## src/rtl/dev_reshuffler_tile.sv

```systemverilog
// Lane reshuffler tile: per-beat pass or lane reverse, or SpatPar x SpatPar block transpose.
// All outputs come from registers; only the streaming ready term looks at z_ready_i.
module dev_reshuffler_tile #(
    parameter int unsigned SpatPar   = 8,
    parameter int unsigned DataWidth = 64
) (
    input  logic                           clk_i,
    input  logic                           rst_i,
    input  logic [SpatPar*DataWidth-1:0]   a_i,
    input  logic                           a_valid_i,
    output logic                           a_ready_o,
    output logic [SpatPar*DataWidth-1:0]   z_o,
    output logic                           z_valid_o,
    input  logic                           z_ready_i,
    input  logic [1:0]                     mode_i,
    output logic                           busy_o,
    output logic [31:0]                    blk_cnt_o
);

    localparam int unsigned IdxW  = $clog2(SpatPar);
    localparam int unsigned BeatW = SpatPar * DataWidth;

    localparam logic [1:0] StIdle   = 2'd0;
    localparam logic [1:0] StStream = 2'd1;
    localparam logic [1:0] StFill   = 2'd2;
    localparam logic [1:0] StDrain  = 2'd3;

    localparam logic [1:0] ModeTranspose = 2'b01;
    localparam logic [1:0] ModeReverse   = 2'b10;

    localparam logic [IdxW-1:0] LastIdx = IdxW'(SpatPar - 1);

    logic [1:0]           state_q, state_d;
    logic [1:0]           mode_q, mode_d;
    logic [IdxW-1:0]      wr_idx_q, wr_idx_d;
    logic [IdxW-1:0]      rd_idx_q, rd_idx_d;
    logic [31:0]          blk_cnt_q, blk_cnt_d;
    logic                 z_valid_q, z_valid_d;
    logic [BeatW-1:0]     z_q;
    logic [BeatW-1:0]     col;
    logic [DataWidth-1:0] tile_q [SpatPar][SpatPar];

    logic       a_hs, z_hs;
    logic       fill_we, stream_we;
    logic [1:0] cur_mode;

    function automatic logic [BeatW-1:0] shuffle(input logic [BeatW-1:0] d,
                                                 input logic [1:0]       m);
        logic [BeatW-1:0] r;
        r = d;
        if (m == ModeReverse) begin
            for (int i = 0; i < SpatPar; i++) begin
                r[i*DataWidth +: DataWidth] = d[(SpatPar-1-i)*DataWidth +: DataWidth];
            end
        end
        return r;
    endfunction

    always_comb begin
        a_ready_o = 1'b0;
        if (!rst_i) begin
            case (state_q)
                StIdle:   a_ready_o = 1'b1;
                StStream: a_ready_o = !z_valid_q || z_ready_i;
                StFill:   a_ready_o = 1'b1;
                default:  a_ready_o = 1'b0;
            endcase
        end
    end

    assign z_valid_o = (state_q == StDrain) || z_valid_q;
    assign busy_o    = (state_q != StIdle);
    assign blk_cnt_o = blk_cnt_q;

    assign a_hs     = a_valid_i && a_ready_o;
    assign z_hs     = z_valid_o && z_ready_i;
    // Mode is only sampled from the port on the block's first handshake.
    assign cur_mode = (state_q == StIdle) ? mode_i : mode_q;

    assign fill_we   = a_hs && ((state_q == StFill) ||
                                (state_q == StIdle && mode_i == ModeTranspose));
    assign stream_we = a_hs && !fill_we;

    always_comb begin
        state_d   = state_q;
        mode_d    = mode_q;
        wr_idx_d  = wr_idx_q;
        rd_idx_d  = rd_idx_q;
        blk_cnt_d = blk_cnt_q;
        z_valid_d = z_valid_q;
        case (state_q)
            StIdle: begin
                if (a_hs) begin
                    mode_d = mode_i;
                    if (mode_i == ModeTranspose) begin
                        state_d  = StFill;
                        wr_idx_d = IdxW'(1);
                    end else begin
                        state_d   = StStream;
                        z_valid_d = 1'b1;
                    end
                end
            end
            StStream: begin
                if (a_hs) begin
                    z_valid_d = 1'b1;
                end else if (z_hs) begin
                    z_valid_d = 1'b0;
                    state_d   = StIdle;
                end
            end
            StFill: begin
                if (a_hs) begin
                    wr_idx_d = wr_idx_q + 1'b1;
                    if (wr_idx_q == LastIdx) begin
                        state_d = StDrain;
                    end
                end
            end
            StDrain: begin
                if (z_hs) begin
                    rd_idx_d = rd_idx_q + 1'b1;
                    if (rd_idx_q == LastIdx) begin
                        state_d   = StIdle;
                        blk_cnt_d = blk_cnt_q + 32'd1;
                    end
                end
            end
            default: state_d = StIdle;
        endcase
    end

    always_ff @(posedge clk_i) begin
        if (rst_i) begin
            state_q   <= StIdle;
            mode_q    <= 2'b00;
            wr_idx_q  <= '0;
            rd_idx_q  <= '0;
            blk_cnt_q <= '0;
            z_valid_q <= 1'b0;
        end else begin
            state_q   <= state_d;
            mode_q    <= mode_d;
            wr_idx_q  <= wr_idx_d;
            rd_idx_q  <= rd_idx_d;
            blk_cnt_q <= blk_cnt_d;
            z_valid_q <= z_valid_d;
        end
    end

    always_ff @(posedge clk_i) begin
        if (stream_we) begin
            z_q <= shuffle(a_i, cur_mode);
        end
        if (fill_we) begin
            for (int c = 0; c < SpatPar; c++) begin
                tile_q[wr_idx_q][c] <= a_i[c*DataWidth +: DataWidth];
            end
        end
    end

    always_comb begin
        col = '0;
        for (int i = 0; i < SpatPar; i++) begin
            col[i*DataWidth +: DataWidth] = tile_q[i][rd_idx_q];
        end
    end

    assign z_o = (state_q == StDrain) ? col : z_q;

endmodule

```

## config.mk

```make
export PLATFORM = sky130hd
export DESIGN_NAME = dev_reshuffler_tile
export DESIGN_NICKNAME = d
export VERILOG_FILES = /design/src/rtl/dev_reshuffler_tile.sv
export SDC_FILE = /design/constraint.sdc
export NUM_CORES = 2
export LEC_CHECK = 0
export CORE_ASPECT_RATIO = 1.1
export CORE_MARGIN = 2
export CORE_UTILIZATION = 40
export CTS_CLUSTER_DIAMETER = 150
export DETAILED_ROUTE_END_ITERATION = 8
export DONT_BUFFER_PORTS = 1
export GPL_ROUTABILITY_DRIVEN = 0
export PLACE_DENSITY_LB_ADDON = 0.08
export REMOVE_ABC_BUFFERS = 1
export SYNTH_ARGS = -nofsm -noshare
export SYNTH_HDL_FRONTEND = slang
export SYNTH_SLANG_ARGS = --single-unit
export TNS_END_PERCENT = 20
```

## constraint.sdc

```tcl
create_clock -name clk_i -period 98.6 [get_ports clk_i]
set_input_delay 19.72 -clock clk_i [delete_from_list [all_inputs] [get_ports clk_i]]
set_output_delay 19.72 -clock clk_i [all_outputs]
set_load 0.005 [all_outputs]
```

==> Word-level counts from Yosys, hierarchy flattened <==
Memory sizes are Yosys's and may differ from the RTL's.
Cells that the tools add are included.
{ "totals": {"ff_bits": 555, "n_memories": 1, "ramBits": 4096} }
{ "op_classes": {"reduce_logical": 21, "n_bitwise": 1, "n_lt_le_gt_ge": 1, "n_eq_ne": 17, "add_sub_neg": 3, "muxes": 49} }
{ "mem_list": {"columns": ["memory", "words", "word_bits", "read_ports", "rd_clocked_by_memory_dff", "write_ports", "line", "source"], "rows": [
  ["tile_q", 8, 512, 8, 0, 1, "41", "logic [DataWidth-1:0] tile_q [SpatPar][SpatPar];"]
]} }
{ "op_table": {"columns": ["cell", "n"], "rows": [
  ["$bmux W64 S3", 8],
  ["$mux W512", 2],
  ["$mux W64", 16],
  ["$add A32 B1 Y32 const B", 1],
  ["$mux W2", 9],
  ["$ne A2 B2 Y1 const B", 7],
  ["$mux W3", 3],
  ["$pmux W2 S4", 1],
  ["$reduce_and A4 Y1", 2],
  ["$mux W1", 7],
  ["$reduce_and A7 Y1", 1],
  ["$add A3 B1 Y3 const B", 2],
  ["$eq A2 B2 Y1 const B", 3],
  ["$eq A3 B3 Y1 const B", 2],
  ["$pmux W3 S2", 1],
  ["$reduce_bool A2 Y1", 3],
  ["$logic_and A1 B1 Y1", 5],
  ["$eq A2 B1 Y1 const B", 2],
  ["$ge A4 B4 Y1 const B", 1],
  ["$ne A2 B1 Y1 const B", 2],
  ["$not A3 Y4", 1],
  ["$pmux W1 S2", 2],
  ["$reduce_and A2 Y1", 2],
  ["$logic_or A1 B1 Y1", 3],
  ["other kinds (5)", 6]
]} }

==> Logic depth before layout (Yosys ltp) <==
{ "depth": {"ltp_word": 8, "depth_mapped": 7, "depth_no_buf": 6} }

==> Least setup slack after synthesis <==
No wires, ideal clock.
{ "synth_path": {"path_kind": "input port to flip-flop", "start": "input port a_valid_i", "end": "memory tile_q[1][0] in the netlist's numbering (enable)", "arrival_ns": 54.858, "path_stages": 4, "path_slack_ns": 41.726, "setup_ns": 2.016, "path_cell_list": "nor2b_1 > o211ai_1 > or2_2 > nor3_1"} }
{ "synth_between": {"elab_chain_len": 4} }
{ "synth_rtl": {"columns": ["element", "line", "source"], "rows": [
  ["start, declared", "10", "input logic a_valid_i,"],
  ["$logic_and A1 B1 Y1", "75", "assign a_hs = a_valid_i && a_ready_o;"],
  ["$logic_and A1 B1 Y1", "80", "assign fill_we = a_hs && ((state_q == StFill) ||"],
  ["$mux W1", "155", "if (fill_we) begin"],
  ["$mux W1 (implied by the code)", "157", "tile_q[wr_idx_q][c] <= a_i[c*DataWidth +: DataWidth];"],
  ["end, declared", "41", null]
]} }
Every way passes these cells.

==> Final worst setup path <==
{ "layout_path": {"start": "input port z_ready_i", "end": "output port a_ready_o"} }
{ "layout_between": {"elab_chain_len": 3} }
{ "layout_rtl": {"columns": ["element", "line", "source"], "rows": [
  ["start, declared", "14", "input logic z_ready_i,"],
  ["$logic_or A1 B1 Y1", "64", "StStream: a_ready_o = !z_valid_q || z_ready_i;"],
  ["$pmux W1 S2", "62", "case (state_q)"],
  ["$mux W1", "61", "if (!rst_i) begin"],
  ["end, declared", "11", "output logic a_ready_o,"]
]} }
Every way passes these cells.

==> impl_metrics.py <==
metrics = {
    "worst_setup_path": {
        "r2r_end": "tile_q[7][286]",
        "cp.required_ns": 78.88,
        "cp_max_fo": 9,
        "critical_path_class": "input port to primary output",
        "cp-end-kind": "primary output",
        "worstPathArrival_ns": 20.48,
        "reg2reg_depth": 7,
        "r2r_slack_ns": 93.25,
        "crit_path_start_kind": "input port",
        "timing.rr.start": "state_q[1]",
    },
    "clocking": {
        "clk_latency_ns": 1.02,
        "clock-sinks": 4651,
        "clockBufferDepth": 4,
        "clockRootBuffer": "clkbuf_16",
        "ctsHoldBuffers": 0,
        "path_clk_slew_ns": 0.06,
        "cts_setup_buffers": 0,
        "cts_tree": "built",
        "cts_buffers": 483,
        "h-tree-depth": 5,
        "cts_resized": 0,
    },
    "floorplanning": {
        "start_util": 0.4011,
        "die_height_um": 709.9,
        "coreArea_um2": 451700,
        "die_w_um": 645.7,
        "fp-row-count": 259,
        "io_pins": 1065,
        "design.die.area_um2": 458400,
    },
    "timing": {
        "fin_crit_ns": 40.20,
        "min_period_over_period": 0.4077,
        "hold_viol": 0,
        "drv_slew": 0,
        "fmax_mhz": 24.88,
        "slew_headroom": 0.1809,
        "setup_viol": 0,
        "tightest_slew_ns": 1.229,
        "finalClockSkew_ns": 0.08191,
        "worst_hold_slack_ns": 0.5074,
        "tns_ns": 0,
        "rsz0062_at_grt": "no",
    },
    "layout": {
        "syn2layout_area_growth_pct": 12.30,
        "layout_common_cells": "edfxtp_1, mux4_2, a21oi_1",
        "fin_util": 0.4505,
        "final_common_cell": "edfxtp_1",
        "final_cell_count_no_fill": 15000,
        "drive_above_1_share": 0.2560,
        "nets": 9102,
    },
    "global_route": {
        "track_usage": 0.1977,
        "grt_start_max_net_pins": 157,
        "use_met3": 0.05327,
        "grt_pass1_wl_mm": 653.3,
        "met2_usage": 0.3354,
        "first_global_vias": 86800,
        "top_usage_layer": "met2",
        "grt_antenna_before_repair": 17,
        "use_met1": 0.2526,
        "grt-ovfl-total": 0,
    },
    "placement": {
        "place_inst": 14100,
        "port_buffers": 0,
        "post-dp-hpwl_mm": 274.8,
    },
    "logic_synthesis": {
        "ys_ff_latch": 4651,
        "synth_area_um2": 181200,
        "synth_cells": 8411,
        "ys_warn_count": 0,
        "yosysUniqueCellTypes": 41,
        "synth_area_per_cell_um2": 21.54,
        "ys_seq_area_frac": 0.7684,
    },
    "status": {
        "status": "finished, final reports clean",
    },
    "drt": {
        "vias": 82590,
        "remaining_drc_errors": 0,
        "drt-total-wl_mm": 461.0,
        "ant_nets": 0,
        "vias_per_cell": 5.505,
        "firstDrtPassIters": 5,
        "drt_iter0_markers": 6368,
        "wl_per_cell_um": 30.72,
    },
    "min_path": {
        "hold_end": "mode_q[0]",
        "hp-start": "mode_q[0]",
        "hold_class": "register to register",
        "hold_depth": 2,
    },
    "pwr": {
        "p_per_area_nw_per_um2": 19.98,
        "power_leakage_uw": 0.06046,
        "peakVddDrop_mv": 0.01616,
    },
    "job": {
        "cap_violations": 0,
    },
}
[where the power goes]
group / internal, µW / switching, µW
combinational: 29.3 / 49.1
sequential: 2200 / 4.03
clock: 1020 / 772
[through the flow]
| stage | instance area [µm²] | total power (µW) | worst slack [ns] |
|---|---|---|---|
| floorplan | 179000 | 2335 | 34.87 |
| global placement | 188000 | 2320 | 58.38 |
| detailed placement | 188000 | 2323 | 58.37 |
| CTS | 203500 | 4113 | 58.38 |
| global route | 203500 | 4191 | 58.36 |
| finish | 203500 | 4066 | 58.40 |
[cell families after synthesis]
kind of cell	count (synthesis)	share of synthesized area
AO/OA/AOI/OAI	571	0.01612
XOR/XNOR	9	0.0004351
adder cells (fa/ha/maj)	5	0.0003453
buffers and inverters	479	0.01228
flip-flops	4651	0.7684
multiplexers	2053	0.1877
AND/OR/NAND/NOR	643	0.01472
[state kept, by name, summed over array words and instances, names as in the netlist]
name	flops
blk_cnt_o	32
rd_idx_q	3
z_q	512
wr_idx_q	3
z_valid_q	1
tile_q	4096
mode_q	2
state_q	2
[cells in the mapped netlist, drive strengths merged]
master / number / area share
nor2: 535 / 0.011
a21boi: 1 / 0.000041
nand4: 13 / 0.00052
a41oi: 1 / 0.000048
o31ai: 13 / 0.00054
or4: 13 / 0.00054
xor2: 7 / 0.00034
and3: 5 / 0.00017
a31oi: 1 / 0.000069
o21ai: 9 / 0.00025
nor3: 3 / 0.000083
nor2b: 6 / 0.00021
or2: 2 / 0.000069
nor3b: 2 / 0.000083
a21oi: 540 / 0.015
nor4: 2 / 0.000069
and4: 10 / 0.00048
or3: 7 / 0.00024
o211ai: 3 / 0.00012
a31o: 1 / 0.000048
buf: 284 / 0.0082
edfxtp: 4608 / 0.76
xnor2: 2 / 0.000097
nand2: 23 / 0.00048
a211oi: 2 / 0.000083
dfxtp: 43 / 0.0048
mux2: 515 / 0.032
and2: 4 / 0.00014
mux2i: 514 / 0.028
inv: 9 / 0.00019
ha: 5 / 0.00035
nand2b: 5 / 0.00017
mux4: 1024 / 0.13
clkbuf: 186 / 0.0039
nand3: 13 / 0.00039
[layout make-up]
cell class	instances	area (µm²)
diodes	7	17.52
clock buffers	584	12510
clock inverters	315	2999
fillers	38180	248300
inverters	9	41.29
multi-input cells	3281	39800
flip-flops and latches	4651	139200
well taps	6003	7511
repair buffers	153	1365
[how the worst max path moves through the flow]
stage                            to   startpoint  slack [ns]
after floorplan              z_o[0]  rd_idx_q[0]       34.87
after global placement    a_ready_o    z_ready_i       58.38
after detailed placement  a_ready_o    z_ready_i       58.37
after CTS                 a_ready_o    z_ready_i       58.38
after global routing      a_ready_o    z_ready_i       58.36
final                     a_ready_o    z_ready_i       58.40
[per-layer routing]
metal	up-vias	share of wire
li1	35300	-
met1	44770	0.41
met2	1960	0.50
met3	559	0.069
met4	0	0.025
met5	-	0
[critical path, cell delays in order]
cell and delay, ns:
nor2b_1 0.02, o21ai_0 0.46, nor2b_1 0.27
No activity file was read; power rests on OpenSTA's default activity.
